===== src/rtl/mips_boot_loader.sv =====
// rtl/mips_boot_loader.sv - framed byte-stream loader writing instruction memory for the MIPS core
module mips_boot_loader #(
   parameter logic [31:0] BASE_ADDR = 32'h0,
   parameter int          MAX_WORDS = 64
) (
   input  logic        clk_i,
   input  logic        rst_i,
   input  logic        start_i,
   input  logic        byte_valid_i,
   input  logic [7:0]  byte_data_i,
   output logic        byte_ready_o,
   output logic        mem_we_o,
   output logic [31:0] mem_addr_o,
   output logic [31:0] mem_wd_o,
   output logic        core_rst_o,
   output logic        busy_o,
   output logic        done_o,
   output logic        err_o,
   output logic [15:0] words_loaded_o
);

   typedef enum logic [2:0] {
      S_IDLE, S_HDR_HI, S_HDR_LO, S_PAYLOAD, S_CHECK, S_DONE, S_ERR
   } state_t;

   localparam logic [16:0] MAX_W = 17'(MAX_WORDS);

   state_t      state_q, state_d;
   logic [15:0] count_q, count_d;
   logic [1:0]  byte_idx_q, byte_idx_d;
   logic [15:0] word_idx_q, word_idx_d;
   logic [7:0]  csum_q, csum_d;
   logic [23:0] asm_q, asm_d;
   logic        ready_q, ready_d;
   logic        we_q, we_d;
   logic [31:0] addr_q, addr_d;
   logic [31:0] wd_q, wd_d;
   logic        core_rst_q, core_rst_d;
   logic        busy_q, busy_d;
   logic        done_q, done_d;
   logic        err_q, err_d;
   logic [15:0] loaded_q, loaded_d;

   logic        accept;
   logic [15:0] hdr;
   logic        busy_next;

   assign accept = byte_valid_i & ready_q;
   assign hdr    = {count_q[15:8], byte_data_i};

   // Next-state, datapath and registered-output computation
   always_comb begin
      state_d    = state_q;
      count_d    = count_q;
      byte_idx_d = byte_idx_q;
      word_idx_d = word_idx_q;
      csum_d     = csum_q;
      asm_d      = asm_q;
      we_d       = 1'b0;
      addr_d     = addr_q;
      wd_d       = wd_q;
      loaded_d   = loaded_q;
      case (state_q)
         S_IDLE, S_DONE, S_ERR: begin
            if (start_i) begin
               state_d    = S_HDR_HI;
               count_d    = 16'h0;
               byte_idx_d = 2'd0;
               word_idx_d = 16'h0;
               csum_d     = 8'h0;
               loaded_d   = 16'h0;
            end
         end
         S_HDR_HI: begin
            if (accept) begin
               count_d[15:8] = byte_data_i;
               state_d       = S_HDR_LO;
            end
         end
         S_HDR_LO: begin
            if (accept) begin
               count_d[7:0] = byte_data_i;
               if (hdr == 16'h0 || {1'b0, hdr} > MAX_W) state_d = S_ERR;
               else                                   state_d = S_PAYLOAD;
            end
         end
         S_PAYLOAD: begin
            if (accept) begin
               csum_d     = csum_q ^ byte_data_i;
               byte_idx_d = byte_idx_q + 2'd1;
               case (byte_idx_q)
                  2'd0: asm_d[7:0]   = byte_data_i;
                  2'd1: asm_d[15:8]  = byte_data_i;
                  2'd2: asm_d[23:16] = byte_data_i;
                  default: begin
                     we_d       = 1'b1;
                     addr_d     = BASE_ADDR + {14'h0, word_idx_q, 2'b00};
                     wd_d       = {byte_data_i, asm_q};
                     word_idx_d = word_idx_q + 16'd1;
                     loaded_d   = loaded_q + 16'd1;
                     if (word_idx_q + 16'd1 == count_q) state_d = S_CHECK;
                  end
               endcase
            end
         end
         S_CHECK: begin
            if (accept) state_d = (byte_data_i == csum_q) ? S_DONE : S_ERR;
         end
         default: state_d = S_IDLE;
      endcase
      busy_next  = (state_d == S_HDR_HI) || (state_d == S_HDR_LO) ||
                   (state_d == S_PAYLOAD) || (state_d == S_CHECK);
      ready_d    = busy_next;
      busy_d     = busy_next;
      done_d     = (state_d == S_DONE);
      err_d      = (state_d == S_ERR);
      core_rst_d = (state_d != S_DONE);
   end

   // State and output registers with synchronous reset
   always_ff @(posedge clk_i) begin
      if (rst_i) begin
         state_q    <= S_IDLE;
         count_q    <= 16'h0;
         byte_idx_q <= 2'd0;
         word_idx_q <= 16'h0;
         csum_q     <= 8'h0;
         asm_q      <= 24'h0;
         ready_q    <= 1'b0;
         we_q       <= 1'b0;
         addr_q     <= BASE_ADDR;
         wd_q       <= 32'h0;
         core_rst_q <= 1'b1;
         busy_q     <= 1'b0;
         done_q     <= 1'b0;
         err_q      <= 1'b0;
         loaded_q   <= 16'h0;
      end else begin
         state_q    <= state_d;
         count_q    <= count_d;
         byte_idx_q <= byte_idx_d;
         word_idx_q <= word_idx_d;
         csum_q     <= csum_d;
         asm_q      <= asm_d;
         ready_q    <= ready_d;
         we_q       <= we_d;
         addr_q     <= addr_d;
         wd_q       <= wd_d;
         core_rst_q <= core_rst_d;
         busy_q     <= busy_d;
         done_q     <= done_d;
         err_q      <= err_d;
         loaded_q   <= loaded_d;
      end
   end

   assign byte_ready_o   = ready_q;
   assign mem_we_o       = we_q;
   assign mem_addr_o     = addr_q;
   assign mem_wd_o       = wd_q;
   assign core_rst_o     = core_rst_q;
   assign busy_o         = busy_q;
   assign done_o         = done_q;
   assign err_o          = err_q;
   assign words_loaded_o = loaded_q;

endmodule


===== config.mk =====
export PLATFORM = sky130hd
export DESIGN_NAME = mips_boot_loader
export DESIGN_NICKNAME = d
export VERILOG_FILES = /design/src/rtl/mips_boot_loader.sv
export SDC_FILE = /design/constraint.sdc
export NUM_CORES = 1
export LEC_CHECK = 0
export CAP_MARGIN = 20
export CORE_MARGIN = 4
export CORE_UTILIZATION = 58
export CTS_CLUSTER_DIAMETER = 120
export DETAILED_ROUTE_END_ITERATION = 10
export GPL_ROUTABILITY_DRIVEN = 0
export PLACE_DENSITY = 0.87
export SETUP_SLACK_MARGIN = 0.4
export SYNTH_ARGS = -nofsm -noshare
export SYNTH_HDL_FRONTEND = slang
export SYNTH_SLANG_ARGS = --single-unit

===== constraint.sdc =====
create_clock -name clk_i -period 6.05 [get_ports clk_i]
set_input_delay 1.815 -clock clk_i [delete_from_list [all_inputs] [get_ports clk_i]]
set_output_delay 1.815 -clock clk_i [all_outputs]
set_load 0.02 [all_outputs]

== Word level (Yosys, flattened, before mapping) ==
Cells that the tools add are included.
Widths: inputs -> output; s select.
Word-level totals
  bits in registers: 138
  input port bits: 12
  output and inout bits: 86
  logic and storage cells: 96
Operators by class
  add/sub/neg operators: 3
  order comparisons: 1
  equality and inequality tests: 22
  muxes and demuxes: 27
  bitwise operators: 5
  reduce and logical (&&, ||, !) cells: 21
Operators with widths (number)
  $mux 16: 5
  $pmux 16 s2: 2
  $pmux 8 s2: 3
  $add 16x1->16 const B: 2
  $mux 3: 8
  $mux 8: 3
  $reduce_and 3->1: 7
  $eq 3x3->1 const B: 6
  $eq 16x16->1: 1
  $gt 16x7->1 const B: 1
  $logic_not 16->1: 1
  $pmux 3 s5: 1
  $eq 3x2->1 const B: 4
  $ne 2x2->1 const B: 5
  $reduce_or 3->1: 3
  $eq 8x8->1: 1
  $xor 8x8->8: 1
  $eq 3x1->1 const B: 2
  $mux 2: 3
  $reduce_bool 2->1: 3
  $logic_or 1x1->1: 4
  $pmux 2 s2: 1
  $reduce_and 4->1: 1
  $logic_not 3->1: 1
  other kinds (8): 10

== Logic depth before layout (Yosys ltp) ==
Gate-level depths: netlist of run 1.
  depth after elaboration: 10
  depth in mapped cells: 9
  depth with buffers taken out: 7

== Worst setup path after synthesis of run 1 ==
No wires, ideal clock.
  path type: input -> register
  from: in start_i
  to: reg loaded_q[15], in the netlist words_loaded_o[15]
  setup time: 128 ps
  arrival time: 3251 ps
  required time: 5922 ps
  slack: 2672 ps
  cell stages on the path: 6
  buffers on the path: 1
  cell sequence: clkbuf_1 > or3b_4 > a2111oi_4 > nand4_1 > xor2_1 > nor2_1
Between the ends
  word-level cells in the longest chain between the ends: 2
RTL lines
  from (decl): RTL line 8  | input logic start_i,
  $ne 2x2->1 (no source line)
  $reduce_and 4->1 (no source line)
  to (signal assigned): RTL line 153  | loaded_q <= loaded_d;
  to (decl): RTL line 42  | logic [15:0] loaded_q, loaded_d;
No other way between the ends.
A chain may end at the register's enable or synchronous reset.

== Worst setup path after layout of run 1 ==
  from: in byte_valid_i
  to: reg wd_q[29], in the netlist mem_wd_o[29]
Between the ends
  word-level cells in the longest chain between the ends: 2
RTL lines
  from (decl): RTL line 9  | input logic byte_valid_i,
  $and 1x1->1: RTL line 48  | assign accept = byte_valid_i & ready_q;
  $reduce_and 3->1 (no source line)
  to (signal assigned): RTL line 148  | wd_q <= wd_d;
  to (decl): RTL line 37  | logic [31:0] wd_q, wd_d;
No other way between the ends.

==> run summary, run 1 <==
RUN STATUS
--------------------------------------------------------------------------------
Result of the run ................................................. finished, final reports clean

POWER
--------------------------------------------------------------------------------
Lkg Pwr ...........................................................      2.60 nW
Net switching share of the total power ............................        23.6%
Internal power contribution .......................................      1.55 mW
Clk network pwr share .............................................        48.4%
Part of the power in combinational logic ..........................         5.9%
Total design power ................................................      2.03 mW
Maximum ir drop on the vdd rail ...................................       219 uV
Flop pwr share ....................................................        45.8%
Areal power density over the cells ................................   264 nW/um2
Switching power ...................................................     0.478 mW

TIMING
--------------------------------------------------------------------------------
Number of setup violations in the final report ....................            0
Total negative setup slack ........................................         0 ns
Upper clock frequency limit .......................................    0.269 GHz
Final critical delay including setup and external delays ..........      3.72 ns
Number of hold-slack violations in the final timing report ........            0
Post-route clock period utilization ...............................        61.6%
Slew at the pin closest to its max-slew limit .....................     0.913 ns
Unrepaired setup endpoints after global routing ...................        false
Max-Slew Margin vs Limit ..........................................        39.0%
Worst clock skew ..................................................   0.00924 ns
Max Transition Viols Final ........................................            0

MIN PATH
--------------------------------------------------------------------------------
Min-Delay Path Depth ..............................................            2
Hold Crit Class ...................................................   reg -> reg

DRT
--------------------------------------------------------------------------------
Detailed-route DRC error count ....................................            0
Antenna-violating nets left .......................................            0
Vias per inst .....................................................         5.93
Count of vias placed by the detailed router .......................        5,958
Average routed wire per standard cell .............................      16.2 um
Number of DRC markers in iteration 0 ..............................          612
Final wirelength ..................................................      16.3 mm
Number of iterations in the first detailed-routing pass ...........            5

LOGIC SYNTHESIS
--------------------------------------------------------------------------------
Cells after synthesis .............................................          806
Number of library cell types mapped by synthesis ..................           61
Number of warning messages in the yosys log .......................            0
Top-area cell type share of the netlist area ......................        43.2%
Most frequently used cell type in the post-synthesis netlist ......      nand2_1
Number of flip-flops and latches in the synthesized netlist .......          138
Largest cells by area after synthesis ............................. dfxtp_1, a21oi_1, nand2_1
Average cell area after synthesis .................................     7.93 um2
Seq/Total Area, Yosys .............................................        43.2%
EDFF count, synth .................................................            0
Top cells by count, synth ......................................... nand2_1, dfxtp_1, a21oi_1
Share of synthesized registers carrying an async set or reset .....           0%
Cell type with the largest total area after synthesis .............      dfxtp_1
Synth Cell Area ...................................................     6390 um2
Flip-flop cell with the highest count after synthesis .............      dfxtp_1

LAYOUT
--------------------------------------------------------------------------------
Post-layout nets ..................................................          869
Syn-to-layout area delta ..........................................        20.1%
# diodes ..........................................................            0
Share of layout cells above drive strength 1 ......................        5.56%

CTS
--------------------------------------------------------------------------------
CTS hold repair buffers ...........................................            0
Worst-path clk slew ...............................................      0.06 ns
Post_cts resized ..................................................            0
Clock buffers created by TritonCTS ................................           17
Worst-skew pair later-pin latency .................................      0.54 ns
Number of H-tree levels ...........................................            4
Number of buffers on the longest clock path .......................            2
Post-CTS setup repair buffer count ................................            0
CTS tree ..........................................................        built
Clock root buffer .................................................     clkbuf_8
Total clock sinks .................................................          138

GLOBAL ROUTE
--------------------------------------------------------------------------------
Global-route wire length before repair ............................      26.8 mm
GRT busiest layer .................................................         met2
Global router's overall resource usage ............................        25.8%
Pin count of the biggest net entering global routing ..............           70
Global routing met3 resource utilization ..........................        6.95%
Remaining Overflow, GRT ...........................................            0
Routing usage on met2 .............................................        43.9%
Met1 Use GR .......................................................        31.0%
Number of global-route vias before repair .........................        5,761
Number of antenna violations at the first check in global routing .            0

DIE
--------------------------------------------------------------------------------
Chip height .......................................................       113 um
Number of core rows ...............................................           38
Area of the die ...................................................   12,800 um2
Starting density of the core ......................................        59.2%
Core ar. ..........................................................   10,800 um2
Chip width ........................................................       113 um
Boundary Pins .....................................................           98

PLACE
--------------------------------------------------------------------------------
Estimated wirelength of the detail-placed design ..................      10.5 mm
Number of I/O port buffers ........................................           81

SETUP PATH
--------------------------------------------------------------------------------
Worst Setup Path Type .............................................    in -> reg
Crit path arrival time ............................................      4.13 ns
Crit-path max cell delay ..........................................      0.56 ns
Logic depth of the worst register-to-register path ................            7
Critical path startpoint category ................................. primary input
Critical Path Most Common Cell ....................................      nand2_1
Critical path cell sequence ....................................... clkdlybuf4s50_1 > nand2_1 > nor2_2 > buf_4 > nand2_1 > buf_4 > nand2_1 > a21oi_1
Largest fanout on the critical path ...............................           38
Combined buffer and inverter count along the critical path ........            3
Type of destination of the critical path ..........................         flop
Critical Path Stages ..............................................            8
Slowest cell on crit path ......................................... clkdlybuf4s50_1
Req. time, crit path ..............................................      6.45 ns
Delay-heaviest family, CP ......................................... buffers and inverters

FLOW RUN
--------------------------------------------------------------------------------
Maximum capacitance violations ....................................            0

-- sequential cells by signal (all words and copies together), names as in the netlist --
| register | count |
|---|---|
| mem_wd_o | 32 |
| count_q | 16 |
| state_q | 3 |
| done_o | 1 |
| csum_q | 8 |
| words_loaded_o | 16 |
| busy_o | 1 |
| byte_idx_q | 2 |
| err_o | 1 |
| mem_we_o | 1 |
| core_rst_o | 1 |
| asm_q | 24 |
| word_idx_q | 16 |
| mem_addr_o | 16 |
-- worst register-to-register path, stage by stage, from the launching register on --
cell and delay, ns:
dfxtp_1 0.55, ha_1 0.32, nand3_1 0.21, nor2_1 0.54
a22oi_1 0.18, a2111o_1 0.38, nor4_2 0.45, o22ai_1 0.18
-- layout by cell type, fill, tap and decap left out, drive strengths merged, types with 7 or more instances in the layout --
cell type / Yosys / routed
a21oi: 117 / 117
and2: 11 / 11
and3: 8 / 8
buf: 34 / 7
clkbuf: 42 / 21
clkdlybuf4s50: 0 / 80
conb: 1 / 16
dfxtp: 138 / 138
inv: 7 / 8
mux2i: 9 / 9
nand2: 148 / 148
nand3: 55 / 55
nand3b: 17 / 17
nand4: 10 / 10
nor2: 57 / 57
nor3: 7 / 7
o21ai: 30 / 30
xnor2: 23 / 23
xor2: 21 / 21
-- worst paths after layout --
check                        startpoint                          to  slack (ns)
min reg2reg  mem_addr_o[8]$_SDFFE_PP0P_  mem_addr_o[8]$_SDFFE_PP0P_        0.45
max reg2reg  word_idx_q[0]$_SDFFE_PP0P_       state_q[0]$_SDFF_PP0_        3.11
min          mem_addr_o[8]$_SDFFE_PP0P_  mem_addr_o[8]$_SDFFE_PP0P_        0.45
max                        byte_valid_i   mem_wd_o[29]$_SDFFE_PP0P_        2.33
-- stage by stage --
| step | instances | hold WS, ns | utilization [%] | setup slack, ns | instance area (um2) |
|---|---|---|---|---|---|
| 6_report | 1004 | 0.452 | 71.2 | 2.33 | 7680 |
| 5_1_grt | 1004 | 0.471 | 71.2 | 2.12 | 7680 |
| 4_1_cts | 1002 | 0.455 | 70.9 | 2.15 | 7650 |
| 3_5_place_dp | 970 | 0.446 | 65.7 | 1.61 | 7090 |
| 3_3_place_gp | 970 | 0.443 | 65.7 | 1.74 | 7090 |
| 2_1_floorplan | 821 | 0.432 | - | 2.67 | 6450 |
-- cells by family after synthesis --
| family | share of synthesized area [%] |
|---|---|
| other | 0.0587 |
| and+or+nand+nor | 26.1 |
| buffers and inverters | 6.26 |
| adders and majority gates | 1.17 |
| xor gates and xnor gates | 6.03 |
| muxes | 1.41 |
| AOI/OAI and AO/OA | 15.8 |
| DFF | 43.2 |
-- per-layer routing --
layer / wire, um / up-vias
met5: 0 / -
li1: - / 2823
met4: 478 / 0
met2: 8020 / 304
met3: 1250 / 62
met1: 6530 / 2769
-- power by group through the flow --
| stage | Clock, mW | Combinational, mW | Sequential (mW) |
|---|---|---|---|
| floorplan | 0 | 0.0986 | 0.940 |
| global route | 1.04 | 0.127 | 0.927 |
| detailed placement | 0 | 0.113 | 0.946 |
| CTS | 0.993 | 0.115 | 0.926 |
| finish | 0.981 | 0.119 | 0.927 |
| global placement | 0 | 0.110 | 0.945 |
-- layout make-up --
type | instances | area [um2]
clock buffer | 21 | 439
timing repair buffer | 87 | 866
fill | 800 | 3110
clock inverter | 11 | 121
inverter | 7 | 26.3
sequential | 138 | 2760
tap | 140 | 175
multi-input combinational | 600 | 3290
(Power assumes the default switching activity.)
==> run 2: changes to the inputs <==
- CORE_UTILIZATION: 58 -> 49
- PLACE_DENSITY: 0.87 -> 0.78
- clock period: 6.05 -> 3.4 ns (I/O delays scaled with it)
==> run 2 against run 1 <==
  * Clock-buffer cell count increased by 1
  * Die area grew 17%
  * Sequential power grew 78%
  * Utilization fell by 9.6 points
  * Via count shrank 3.3%
  * Clock skew shrank 0.0012 ns
  * Non-clock buffer count grew 15
  * Setup slack worse by 1.6 ns
  * Flip-flop and latch count did not move
  * Wire length down 0.81%
  * First-iteration DRC count down 18%
  * Power increased by 73%
  * Largest cell class unchanged
  * Largest power group is now registers
==> run summary, run 2 (same netlist as run 1, synthesis figures left out) <==
TIMING
--------------------------------------------------------------------------------
Total negative setup slack ........................................         0 ns
Worst clock skew ..................................................   0.00804 ns
Max-Slew Margin vs Limit ..........................................        56.2%
Post-route clock period utilization ...............................        79.1%
Number of setup violations in the final report ....................            0
Number of hold-slack violations in the final timing report ........            0
Upper clock frequency limit .......................................    0.372 GHz
Unrepaired setup endpoints after global routing ...................        false
Max Transition Viols Final ........................................            0
Final critical delay including setup and external delays ..........      2.69 ns
Slew at the pin closest to its max-slew limit .....................     0.658 ns

GLOBAL ROUTE
--------------------------------------------------------------------------------
Global router's overall resource usage ............................        21.9%
Remaining Overflow, GRT ...........................................            0
Global routing met3 resource utilization ..........................        5.30%
Number of antenna violations at the first check in global routing .            0
Global-route wire length before repair ............................      26.3 mm
Pin count of the biggest net entering global routing ..............           61
GRT busiest layer .................................................         met2
Met1 Use GR .......................................................        29.5%
Number of global-route vias before repair .........................        5,268
Routing usage on met2 .............................................        34.5%

LAYOUT
--------------------------------------------------------------------------------
Syn-to-layout area delta ..........................................        22.0%
Share of layout cells above drive strength 1 ......................        7.18%
Post-layout nets ..................................................          884
Highest-count cells in the layout ignoring fill and taps .......... nand2_1, dfxtp_1, a21oi_1
Number of flip-flops in the largest register ......................           32
# diodes ..........................................................            0
Most common cell after layout, fill and taps aside ................      nand2_1

CTS
--------------------------------------------------------------------------------
Number of buffers on the longest clock path .......................            2
Worst-path clk slew ...............................................      0.06 ns
CTS tree ..........................................................        built
Clock buffers created by TritonCTS ................................           17
Post-CTS setup repair buffer count ................................            0
Number of H-tree levels ...........................................            4
Total clock sinks .................................................          138
Clock root buffer .................................................    clkbuf_16
Worst-skew pair later-pin latency .................................      0.42 ns

SETUP PATH
--------------------------------------------------------------------------------
Req. time, crit path ..............................................      3.69 ns
Type of destination of the critical path ..........................         flop
Worst Setup Path Type .............................................    in -> reg
Critical path startpoint category ................................. primary input
Logic depth of the worst register-to-register path ................            6
Largest fanout on the critical path ...............................            7
Crit path arrival time ............................................      2.98 ns

DRT
--------------------------------------------------------------------------------
Vias per inst .....................................................         5.49
Antenna-violating nets left .......................................            0
Detailed-route DRC error count ....................................            0
Number of DRC markers in iteration 0 ..............................          504
Number of iterations in the first detailed-routing pass ...........            6
Count of vias placed by the detailed router .......................        5,763
Final wirelength ..................................................      16.1 mm
Average routed wire per standard cell .............................      15.4 um

DIE
--------------------------------------------------------------------------------
Boundary Pins .....................................................           98
Starting density of the core ......................................        50.4%
Area of the die ...................................................   14,900 um2
Core ar. ..........................................................   12,700 um2
Chip width ........................................................       122 um
Chip height .......................................................       122 um
Number of core rows ...............................................           41

MIN PATH
--------------------------------------------------------------------------------
Hold Crit Class ...................................................   reg -> reg
Min-Delay Path Depth ..............................................            2

POWER
--------------------------------------------------------------------------------
Lkg Pwr ...........................................................      2.66 nW
Total design power ................................................      3.51 mW
Areal power density over the cells ................................   451 nW/um2
Maximum ir drop on the vdd rail ...................................       361 uV

PLACE
--------------------------------------------------------------------------------
Number of I/O port buffers ........................................           81
Estimated wirelength of the detail-placed design ..................      10.7 mm

RUN STATUS
--------------------------------------------------------------------------------
Result of the run ................................................. finished, final reports clean

FLOW RUN
--------------------------------------------------------------------------------
Maximum capacitance violations ....................................            0

==> run 2: worst paths after layout <==
kind                                             from                             end  slack (ns)
worst min register to register  asm_q[4]$_SDFFE_PP0P_        mem_wd_o[4]$_SDFFE_PP0P_        0.45
worst max-delay path                     byte_valid_i  words_loaded_o[7]$_SDFFE_PP0P_        0.71
worst max register to register  state_q[1]$_SDFF_PP0_        mem_wd_o[8]$_SDFFE_PP0P_        0.77
worst min-delay path            asm_q[4]$_SDFFE_PP0P_        mem_wd_o[4]$_SDFFE_PP0P_        0.45
==> run 2: worst max-delay path, cell delays in order <==
cell and delay, ns:
clkdlybuf4s50_1 0.54, and4b_1 0.23, o21ai_1 0.17, a2111oi_4 0.64
nand3_1 0.17, xor2_1 0.17, nor2_1 0.05
==> run 2: repair_timing <==
| item | in CTS | in global routing |
|---|---|---|
| hold buffers | 0 | 0 |
| resized for setup | 0 | 1 |
| hold endpoints to repair | 0 | 0 |
| setup endpoints to repair | 0 | 3 |
==> run 2: metal layers <==
metal / wire length [um] / share of wire, % / up-vias
met5: 0 / 0 / -
met3: 857 / 5.3 / 29
li1: - / - / 2846
met1: 7390 / 46 / 2732
met2: 7640 / 47 / 156
met4: 254 / 1.6 / 0
==> run 2: final cells by class <==
cell class,instances,area [um2]
timing repair buffer,102,978
clock buffer,22,474
tap,172,215
fill,1138,4870
clock inverter,8,47.5
sequential,138,2760
inverter,7,26.3
multi-input combinational,600,3290
==> run 2: report_power, final <==
| group | switching (mW) | total (mW) | internal [mW] |
|---|---|---|---|
| clock network | 0.664 | 1.64 | 0.973 |
| logic | 0.149 | 0.229 | 0.0800 |
| registers | 0.0206 | 1.65 | 1.63 |
| total | 0.833 | 3.51 | 2.68 |
==> run 2: stage by stage <==
stage | instances | setup WS, ns | hold WS, ns | util, % | instance area, um2
3_5_place_dp | 1019 | 0.290 | 0.443 | 57.4 | 7270
2_1_floorplan | 821 | 0.817 | 0.432 | - | 6450
5_1_grt | 1049 | 0.518 | 0.468 | 61.5 | 7800
4_1_cts | 1049 | 0.640 | 0.450 | 61.5 | 7790
3_3_place_gp | 1019 | 0.319 | 0.437 | 57.4 | 7270
6_report | 1049 | 0.709 | 0.449 | 61.5 | 7800
